## src/rtl/muldiv_seq_pkg.sv

```systemverilog
// Shared types and constants for the sequential multiply/divide unit.
package muldiv_seq_pkg;

    localparam int unsigned XLEN       = 32;
    localparam int unsigned DW         = 2 * XLEN;
    localparam int unsigned ITER_COUNT = 32;
    localparam int unsigned CNT_W      = 5;

    typedef enum logic [1:0] {
        OP_MUL  = 2'b00,
        OP_MULU = 2'b01,
        OP_DIV  = 2'b10,
        OP_DIVU = 2'b11
    } op_e;

    typedef enum logic [2:0] {
        S_IDLE = 3'd0,
        S_MUL  = 3'd1,
        S_DIV  = 3'd2,
        S_FIX  = 3'd3,
        S_DONE = 3'd4
    } state_e;

    // Two's-complement negate when neg is set.
    function automatic logic [XLEN-1:0] cond_neg(input logic [XLEN-1:0] x, input logic neg);
        return neg ? (~x + XLEN'(1)) : x;
    endfunction

endpackage

```

## src/rtl/muldiv_seq_if.sv

```systemverilog
// Request/response bundle between the CPU pipeline and the multiply/divide unit.
interface muldiv_seq_if;

    logic        start;
    logic [1:0]  op;
    logic [31:0] a;
    logic [31:0] b;
    logic        cancel;
    logic        busy;
    logic        done;
    logic [31:0] hi;
    logic [31:0] lo;

    modport master (
        output start, op, a, b, cancel,
        input  busy, done, hi, lo
    );

    modport slave (
        input  start, op, a, b, cancel,
        output busy, done, hi, lo
    );

endinterface

```

## src/rtl/muldiv_step.sv

```systemverilog
// One iteration of shift-add multiply or restoring shift-subtract divide.
module muldiv_step
    import muldiv_seq_pkg::*;
(
    input  logic          is_div_i,
    input  logic [DW-1:0] acc_i,
    input  logic [XLEN-1:0] opnd_i,
    output logic [DW-1:0] acc_o
);

    logic [XLEN:0]   sum;
    logic [XLEN:0]   rem;
    logic [XLEN-1:0] diff;
    logic            ge;

    // Multiply: acc = {partial product high, remaining multiplier bits}.
    // Divide:   acc = {partial remainder, dividend bits then quotient bits}.
    always_comb begin
        sum   = {1'b0, acc_i[DW-1:XLEN]} + (acc_i[0] ? {1'b0, opnd_i} : '0);
        rem   = {acc_i[DW-1:XLEN], acc_i[XLEN-1]};
        ge    = rem >= {1'b0, opnd_i};
        diff  = rem[XLEN-1:0] - opnd_i;
        acc_o = {sum, acc_i[XLEN-1:1]};
        if (is_div_i) begin
            acc_o = ge ? {diff, acc_i[XLEN-2:0], 1'b1}
                       : {rem[XLEN-1:0], acc_i[XLEN-2:0], 1'b0};
        end
    end

endmodule

```

## src/rtl/muldiv_seq.sv

```systemverilog
// Iterative 32-bit multiply/divide unit: 32 single-bit steps plus a sign-fix cycle.
module muldiv_seq
    import muldiv_seq_pkg::*;
(
    input  logic         clk,
    input  logic         rst,
    muldiv_seq_if.slave  bus
);

    localparam logic [XLEN-1:0] DIV0_LO = '1;

    state_e           state_q;
    logic [CNT_W-1:0] cnt_q;
    logic [DW-1:0]    acc_q;
    logic [XLEN-1:0]  opnd_q;
    logic             sa_q;
    logic             sb_q;
    logic             is_div_q;
    logic [XLEN-1:0]  hi_q;
    logic [XLEN-1:0]  lo_q;
    logic             busy_q;
    logic             done_q;

    op_e              op_c;
    logic             is_div_c;
    logic             is_signed_c;
    logic             sa_c;
    logic             sb_c;
    logic [XLEN-1:0]  abs_a_c;
    logic [XLEN-1:0]  abs_b_c;
    logic [DW-1:0]    prod_c;
    logic [XLEN-1:0]  quo_c;
    logic [XLEN-1:0]  rem_c;
    logic [DW-1:0]    step_acc;

    // Operand decode on the request side, sign fix-up on the result side.
    always_comb begin
        op_c        = op_e'(bus.op);
        is_div_c    = (op_c == OP_DIV) || (op_c == OP_DIVU);
        is_signed_c = (op_c == OP_MUL) || (op_c == OP_DIV);
        sa_c        = is_signed_c & bus.a[XLEN-1];
        sb_c        = is_signed_c & bus.b[XLEN-1];
        abs_a_c     = cond_neg(bus.a, sa_c);
        abs_b_c     = cond_neg(bus.b, sb_c);
        prod_c      = (sa_q ^ sb_q) ? (~acc_q + DW'(1)) : acc_q;
        quo_c       = cond_neg(acc_q[XLEN-1:0], sa_q ^ sb_q);
        rem_c       = cond_neg(acc_q[DW-1:XLEN], sa_q);
    end

    muldiv_step u_step (
        .is_div_i (state_q == S_DIV),
        .acc_i    (acc_q),
        .opnd_i   (opnd_q),
        .acc_o    (step_acc)
    );

    always_ff @(posedge clk) begin
        if (rst) begin
            state_q  <= S_IDLE;
            cnt_q    <= '0;
            acc_q    <= '0;
            opnd_q   <= '0;
            sa_q     <= 1'b0;
            sb_q     <= 1'b0;
            is_div_q <= 1'b0;
            hi_q     <= '0;
            lo_q     <= '0;
            busy_q   <= 1'b0;
            done_q   <= 1'b0;
        end else begin
            case (state_q)
                S_IDLE: begin
                    busy_q <= 1'b0;
                    done_q <= 1'b0;
                    if (bus.start) begin
                        cnt_q    <= '0;
                        sa_q     <= sa_c;
                        sb_q     <= sb_c;
                        is_div_q <= is_div_c;
                        busy_q   <= 1'b1;
                        if (is_div_c && (bus.b == '0)) begin
                            // Divide by zero bypasses the datapath entirely.
                            hi_q    <= bus.a;
                            lo_q    <= DIV0_LO;
                            done_q  <= 1'b1;
                            state_q <= S_DONE;
                        end else if (is_div_c) begin
                            acc_q   <= {{XLEN{1'b0}}, abs_a_c};
                            opnd_q  <= abs_b_c;
                            state_q <= S_DIV;
                        end else begin
                            acc_q   <= {{XLEN{1'b0}}, abs_b_c};
                            opnd_q  <= abs_a_c;
                            state_q <= S_MUL;
                        end
                    end
                end
                S_MUL, S_DIV: begin
                    if (bus.cancel) begin
                        busy_q  <= 1'b0;
                        state_q <= S_IDLE;
                    end else begin
                        acc_q <= step_acc;
                        cnt_q <= cnt_q + CNT_W'(1);
                        if (cnt_q == CNT_W'(ITER_COUNT - 1)) begin
                            state_q <= S_FIX;
                        end
                    end
                end
                S_FIX: begin
                    if (bus.cancel) begin
                        busy_q  <= 1'b0;
                        state_q <= S_IDLE;
                    end else begin
                        if (is_div_q) begin
                            hi_q <= rem_c;
                            lo_q <= quo_c;
                        end else begin
                            hi_q <= prod_c[DW-1:XLEN];
                            lo_q <= prod_c[XLEN-1:0];
                        end
                        done_q  <= 1'b1;
                        state_q <= S_DONE;
                    end
                end
                S_DONE: begin
                    busy_q  <= 1'b0;
                    done_q  <= 1'b0;
                    state_q <= S_IDLE;
                end
                default: begin
                    busy_q  <= 1'b0;
                    done_q  <= 1'b0;
                    state_q <= S_IDLE;
                end
            endcase
        end
    end

    assign bus.busy = busy_q;
    assign bus.done = done_q;
    assign bus.hi   = hi_q;
    assign bus.lo   = lo_q;

endmodule

```

## src/flat_wrapper.sv

```systemverilog
// flat-port wrapper written by rule: the top's interface ports become plain ports
module muldiv_seq_flat import muldiv_seq_pkg::*;
  (clk, rst, bus_start, bus_op, bus_a, bus_b, bus_cancel, bus_busy, bus_done, bus_hi, bus_lo);
  muldiv_seq_if bus_i ();
  input  logic clk;
  input  logic rst;
  input wire logic [$bits(bus_i.start)-1:0] bus_start;
  input wire logic [$bits(bus_i.op)-1:0] bus_op;
  input wire logic [$bits(bus_i.a)-1:0] bus_a;
  input wire logic [$bits(bus_i.b)-1:0] bus_b;
  input wire logic [$bits(bus_i.cancel)-1:0] bus_cancel;
  output wire logic [$bits(bus_i.busy)-1:0] bus_busy;
  output wire logic [$bits(bus_i.done)-1:0] bus_done;
  output wire logic [$bits(bus_i.hi)-1:0] bus_hi;
  output wire logic [$bits(bus_i.lo)-1:0] bus_lo;
  assign bus_i.start = bus_start;
  assign bus_i.op = bus_op;
  assign bus_i.a = bus_a;
  assign bus_i.b = bus_b;
  assign bus_i.cancel = bus_cancel;
  assign bus_busy = bus_i.busy;
  assign bus_done = bus_i.done;
  assign bus_hi = bus_i.hi;
  assign bus_lo = bus_i.lo;
  muldiv_seq u_core (.clk(clk), .rst(rst), .bus(bus_i));
endmodule
```

## config.mk

```make
export PLATFORM = sky130hd
export DESIGN_NAME = muldiv_seq_flat
export DESIGN_NICKNAME = d
export VERILOG_FILES = /design/src/rtl/muldiv_seq_pkg.sv /design/src/rtl/muldiv_seq_if.sv /design/src/rtl/muldiv_step.sv /design/src/rtl/muldiv_seq.sv /design/src/flat_wrapper.sv
export SDC_FILE = /design/constraint.sdc
export NUM_CORES = 1
export LEC_CHECK = 0
export BUFFER_PORTS_ARGS = -buffer_cell sky130_fd_sc_hd__clkbuf_2
export CORE_ASPECT_RATIO = 0.6
export CORE_MARGIN = 2
export CORE_UTILIZATION = 45
export DETAILED_ROUTE_END_ITERATION = 16
export SLEW_MARGIN = 40
export SYNTH_ARGS = -nofsm -noshare
export SYNTH_HDL_FRONTEND = slang
export SYNTH_SLANG_ARGS = --single-unit
```

## constraint.sdc

```tcl
create_clock -name clk -period 4.5 [get_ports clk]
set_clock_uncertainty 0.15 [all_clocks]
set_input_delay 0.675 -clock clk [delete_from_list [all_inputs] [get_ports clk]]
set_output_delay 0.675 -clock clk [all_outputs]
set_load 0.005 [all_outputs]
```

Word level (Yosys, flattened, before mapping)
Index checks and enable logic that the tools add are counted. Widths: inputs -> output; s select.

Output and inout port bits: 66. Input port bits: 70. Register bits after elaboration: 173. Logic and storage cells: 101.

Bitwise gates (word level): 10. Magnitude comparators: 1. $add $sub $neg: 8. Eq/ne operators: 13. Reduce and logical (&&, ||, !) cells: 17. Muxes and demuxes: 41.

Operator list (number): $mux 32 (15); $mux 64 (6); $add 32x1->32 const B (4); $not 32->32 (4); $pmux 32 s2 (2); $pmux 64 s2 (1); $add 64x1->64 const B (1); $not 64->64 (1); $add 32x33->33 (1); $ge 33x32->1 (1); $logic_not 32->1 (1); $sub 32x32->32 (1); $mux 3 (5); $mux 5 (2); $pmux 5 s2 (1); $pmux 3 s3 (1); $ne 2x2->1 const B (4); $reduce_and 4->1 (2); $eq 3x2->1 const B (2); $reduce_and 2->1 (3); $reduce_and 3->1 (2); $add 5x1->5 const B (1); $eq 5x5->1 const B (1); $mux 1 (5); other kinds (17) (23).

Logic depth before layout (Yosys ltp)
Depth in word-level cells: 8. Gate-level depth with buffers: 14. Depth with buffers taken out: 13.

Hierarchy
Synthesis repeated with hierarchy kept, for this count alone.

Cell total of the unflattened synthesis: 2088. Area total of the unflattened synthesis: 15277.2 µm².

Modules (own cells, without submodules): muldiv_seq (area each 10578.9 µm², seq. area each 3463.3 µm², cells each 1417, instances 1); muldiv_step (area each 4698.3 µm², seq. area each 0.0 µm², cells each 671, instances 1).

Worst setup path after synthesis
Ideal clock, no wire load.

Path type: flip-flop to flip-flop. From: reg u_core.acc_q[0]. To: reg u_core.acc_q[62]. Arrival: 2.972 ns. Buffers on the path: 2. Slack: 1.245 ns. Cell stages (with the launch flop): 15. Period minus slack after synthesis: 3.255 ns. Data required time: 4.217 ns. Library setup time: 0.133 ns. Cells stage by stage: dfxtp_1 inv_1 clkbuf_1 nor2_1 ha_1 clkbuf_1 a2111oi_0 o211a_1 o311a_1 nand3_1 a311oi_1 o21ai_1 a31oi_1 mux2i_1 o211ai_1.

Cells in the longest elaborated chain, start to end: 5.

RTL lines: start, declared (line muldiv_seq.sv:14) `logic [DW-1:0] acc_q;`; start signal, assigned (line muldiv_seq.sv:88) `acc_q <= {{XLEN{1'b0}}, abs_a_c};`; start signal, assigned (line muldiv_seq.sv:92) `acc_q <= {{XLEN{1'b0}}, abs_b_c};`; start signal, assigned (line muldiv_seq.sv:103) `acc_q <= step_acc;`; $mux 32 (line muldiv_step.sv:19) `sum = {1'b0, acc_i[DW-1:XLEN]} + (acc_i[0] ? {1'b0, opnd_i} : '0);`; $add 32x33->33 (line muldiv_step.sv:19); $mux 64 (line muldiv_step.sv:24) `if (is_div_i) begin`; $mux 64 (line muldiv_seq.sv:99) `if (bus.cancel) begin`; $pmux 64 s2 (line muldiv_seq.sv:71) `case (state_q)`.

No other way between the ends. The select of a mux whose other input is x is not followed. A chain may end at the register's enable or synchronous reset.

Final worst setup path
From: reg u_core.acc_q[0]. To: reg u_core.acc_q[57].

The elaborated chain is that of the path after synthesis.

==> results.py <==
metrics = {
    "min_path": {
        "hold_class": "flip-flop to flip-flop",
        "min_from": "u_core.opnd_q[23]",
        "min_to": "u_core.opnd_q[23]",
        "hold_depth": 2,
    },
    "clock_tree": {
        "numCtsBuffers": 17,
        "post_cts_buffers": 0,
        "cts_max_path_buffers": 2,
        "clk_latency_ps": 460,
        "htreeDepth": 4,
        "hold_buffers": 0,
        "clkTransAtPathRegs_ps": 70,
        "clock-sinks": 173,
        "cts_root_buffer": "clkbuf_16",
        "post_cts_resized": 0,
        "cts_tree": "built",
    },
    "floorplanning": {
        "start_util": 0.455,
        "io_pins": 136,
        "fp.dieW_um": 237,
        "dieArea_sq_um": 34100,
        "fp.coreArea_sq_um": 32300,
        "num_rows": 51,
        "die_h_um": 144,
    },
    "final_layout": {
        "fillCellCount": 3223,
        "syn2layout_area_growth_pct": 12.2,
        "multi_input_area_sq_um": 10400,
        "seqCellArea_sq_um": 3460,
        "drive_gt1_frac": 0.142,
        "fin_util": 0.510,
        "final_cell_area_sq_um": 16500,
        "fin_nets": 2233,
    },
    "synthesis": {
        "synth.area.top_cells": "dfxtp_1, a21oi_1, nor2_1",
        "syn-num-nets": 2158,
        "ys_seq_area_frac": 0.236,
        "synth.largest_area_cell": "dfxtp_1",
        "syn_area_sq_um": 14700,
        "synthTopCellsByCount": "nor2_1, nand2_1, a21oi_1",
        "syn_avg_cell_area_sq_um": 7.28,
        "ys.flop_type": "dfxtp_1",
        "synth_edf_count": 0,
        "ys_types": 88,
        "yosys_warnings": 0,
        "synthMostInstantiatedCell": "nor2_1",
        "synthCells": 2016,
        "ys_ff_latch": 173,
        "async_reset_ff_frac": 0,
        "synth_top_area_frac": 0.236,
    },
    "worst_setup_path": {
        "worstRegToRegCells": 13,
        "crit_fanout": 24,
        "crit_type": "flip-flop to flip-flop",
        "worstPathRequired_ps": 4660,
        "cp.arrival_ps": 4400,
        "path_cells": "inv_1 > buf_4 > nor2_1 > ha_1 > nor2b_1 > o31a_1 > o21ai_0 > a211oi_1 > o211ai_1 > a2111oi_1 > o41a_1 > xnor2_1 > o221ai_1",
        "crit_start": "u_core.acc_q[0]",
        "slowest_stage": "a2111oi_1",
        "start_kind": "flip-flop",
        "r2r-end": "u_core.acc_q[57]",
        "max_stage_delay_ps": 800,
        "end_kind": "flip-flop",
        "timing.reg2reg.setup_slack_ps": 260,
        "crit_family": "compound AO/OA/AOI/OAI gates",
        "critPathBufInv": 2,
        "r2r_start": "u_core.acc_q[0]",
    },
    "power_and_ir_drop": {
        "power.density_nw_per_um2": 311,
        "total_power_uw": 5120,
        "vdd_drop_max_v": 0.000305,
        "leakagePower_uw": 0.00679,
    },
    "timing": {
        "setup_slack_ps": 256,
        "rsz0062_at_grt": "no",
        "slew_headroom": 0.420,
        "tightest_slew_ps": 864,
        "finalCritPeriodShare": 0.943,
        "final.setup.tns_ps": 0,
        "fin_crit_ps": 4240,
        "slew_violations": 0,
        "fmax_mhz": 236,
        "final_hold_viol_count": 0,
        "setup_viol": 0,
    },
    "global_routing": {
        "track_usage": 0.338,
        "antenna_found_initial": 2,
        "grt_max_degree": 72,
        "grt-ovfl-total": 0,
        "grt_pass1_vias": 13910,
        "grt_first_pass_wirelength_mm": 86.7,
    },
    "routing": {
        "routed_wl_mm": 58.9,
        "wl_per_cell_um": 23.3,
        "dr.pass1.iters": 6,
        "drc": 0,
        "viasPerCell": 6.29,
        "drtIter0Drc": 1891,
        "num_vias": 15905,
        "antenna_left": 0,
    },
    "run_status": {
        "outcome": "finished clean",
    },
    "placed_design": {
        "place_congestion": 0.991,
        "port_buffers": 135,
        "dpl_worst_slack_ps": 279,
        "dpl-instance-area_sq_um": 15800,
        "hpwl_mm": 46.6,
    },
    "job": {
        "maxCapViolCount": 0,
    },
}
## report_power, final
part	leakage (uW)	internal (uW)	switching, uW
sequential	0.00141	1620	145
combinational	0.00509	610	1140
clock	0.000293	886	719
total	0.00679	3120	2000
## through the flow
stage / instances / hold WS, ps
3_3_place_gp: 2493 / 293
6_report: 2530 / 306
3_5_place_dp: 2495 / 294
5_1_grt: 2529 / 320
2_1_floorplan: 2016 / 282
4_1_cts: 2527 / 304
## sequential cells by signal, summed over array words and instances, names as in the netlist
register         count
u_core.sb_q          1
u_core.cnt_q         5
u_core.is_div_q      1
u_core.bus.busy      1
u_core.bus.done      1
u_core.bus.lo       32
u_core.bus.hi       32
u_core.opnd_q       32
u_core.acc_q        64
u_core.sa_q          1
u_core.state_q       3
## metal layers
layer | routed length, um | track usage | vias to the layer above
met2 | 22100 | 0.441 | 810
met1 | 28400 | 0.516 | 7597
met5 | 104 | 0.0231 | -
met3 | 7270 | 0.111 | 60
li1 | - | - | 7436
met4 | 984 | 0.0778 | 2
## area by class of cell
| cell class | instances | area share |
|---|---|---|
| antenna | 2 | 0.000304 |
| clock buffer | 18 | 0.0260 |
| clock inverter | 14 | 0.0109 |
| inverter | 77 | 0.0175 |
| multi-input combinational | 1631 | 0.631 |
| sequential | 173 | 0.210 |
| tap | 424 | 0.0322 |
| timing repair buffer | 191 | 0.0714 |
## worst register-to-register path: stages, from the launching register on
cell       delay (ps)
dfxtp_1           360
inv_1             290
buf_4             350
nor2_1            100
ha_1              340
nor2b_1           200
o31a_1            160
o21ai_0           110
a211oi_1          490
o211ai_1          220
a2111oi_1         800
o41a_1            260
xnor2_1           130
o221ai_1          130
## cells by family (layout without fill, tap and decap cells)
family                   Yosys count  after routing  synth area share
AO/OA/AOI/OAI                    641            641             0.288
XOR/XNOR                         171            171             0.102
buffers and inverters            212            300            0.0586
adder cells (fa/ha/maj)           72             72            0.0624
multiplexers                      43             43            0.0296
AND/OR/NAND/NOR                  704            704             0.224
other                              0              2                 0
flip-flops                       173            173             0.236
## how the worst max path moves through the flow
| stage | to | depth (start not counted) |
|---|---|---|
| after floorplan | u_core.acc_q[62] | 14 |
| after global placement | u_core.bus.hi[12] | 11 |
| after detailed placement | u_core.bus.hi[6] | 13 |
| after CTS | u_core.acc_q[57] | 13 |
| after global routing | u_core.acc_q[57] | 13 |
| final | u_core.acc_q[57] | 13 |
## cells in the final DEF (no fill, tap or decap), types with 12 or more instances in the layout
master     instances
a211oi_1          75
a21o_1            26
a21oi_1          201
a311oi_1          14
a31oi_1           34
and3_1            12
buf_4             51
clkbuf_16         17
clkbuf_2         134
dfxtp_1          173
ha_1              70
inv_1             75
mux2i_1           40
nand2_1          212
nand2b_1          16
nand3_1           25
nor2_1           250
nor3_1            61
nor4_1            16
o211ai_1          32
o21ai_0           95
o221a_2           20
o221ai_1          12
o22ai_1           17
o31ai_1           17
or3_1             14
or4_1             15
xnor2_1           84
xor2_1            87
Note: power is estimated with default switching activity, not from simulation.
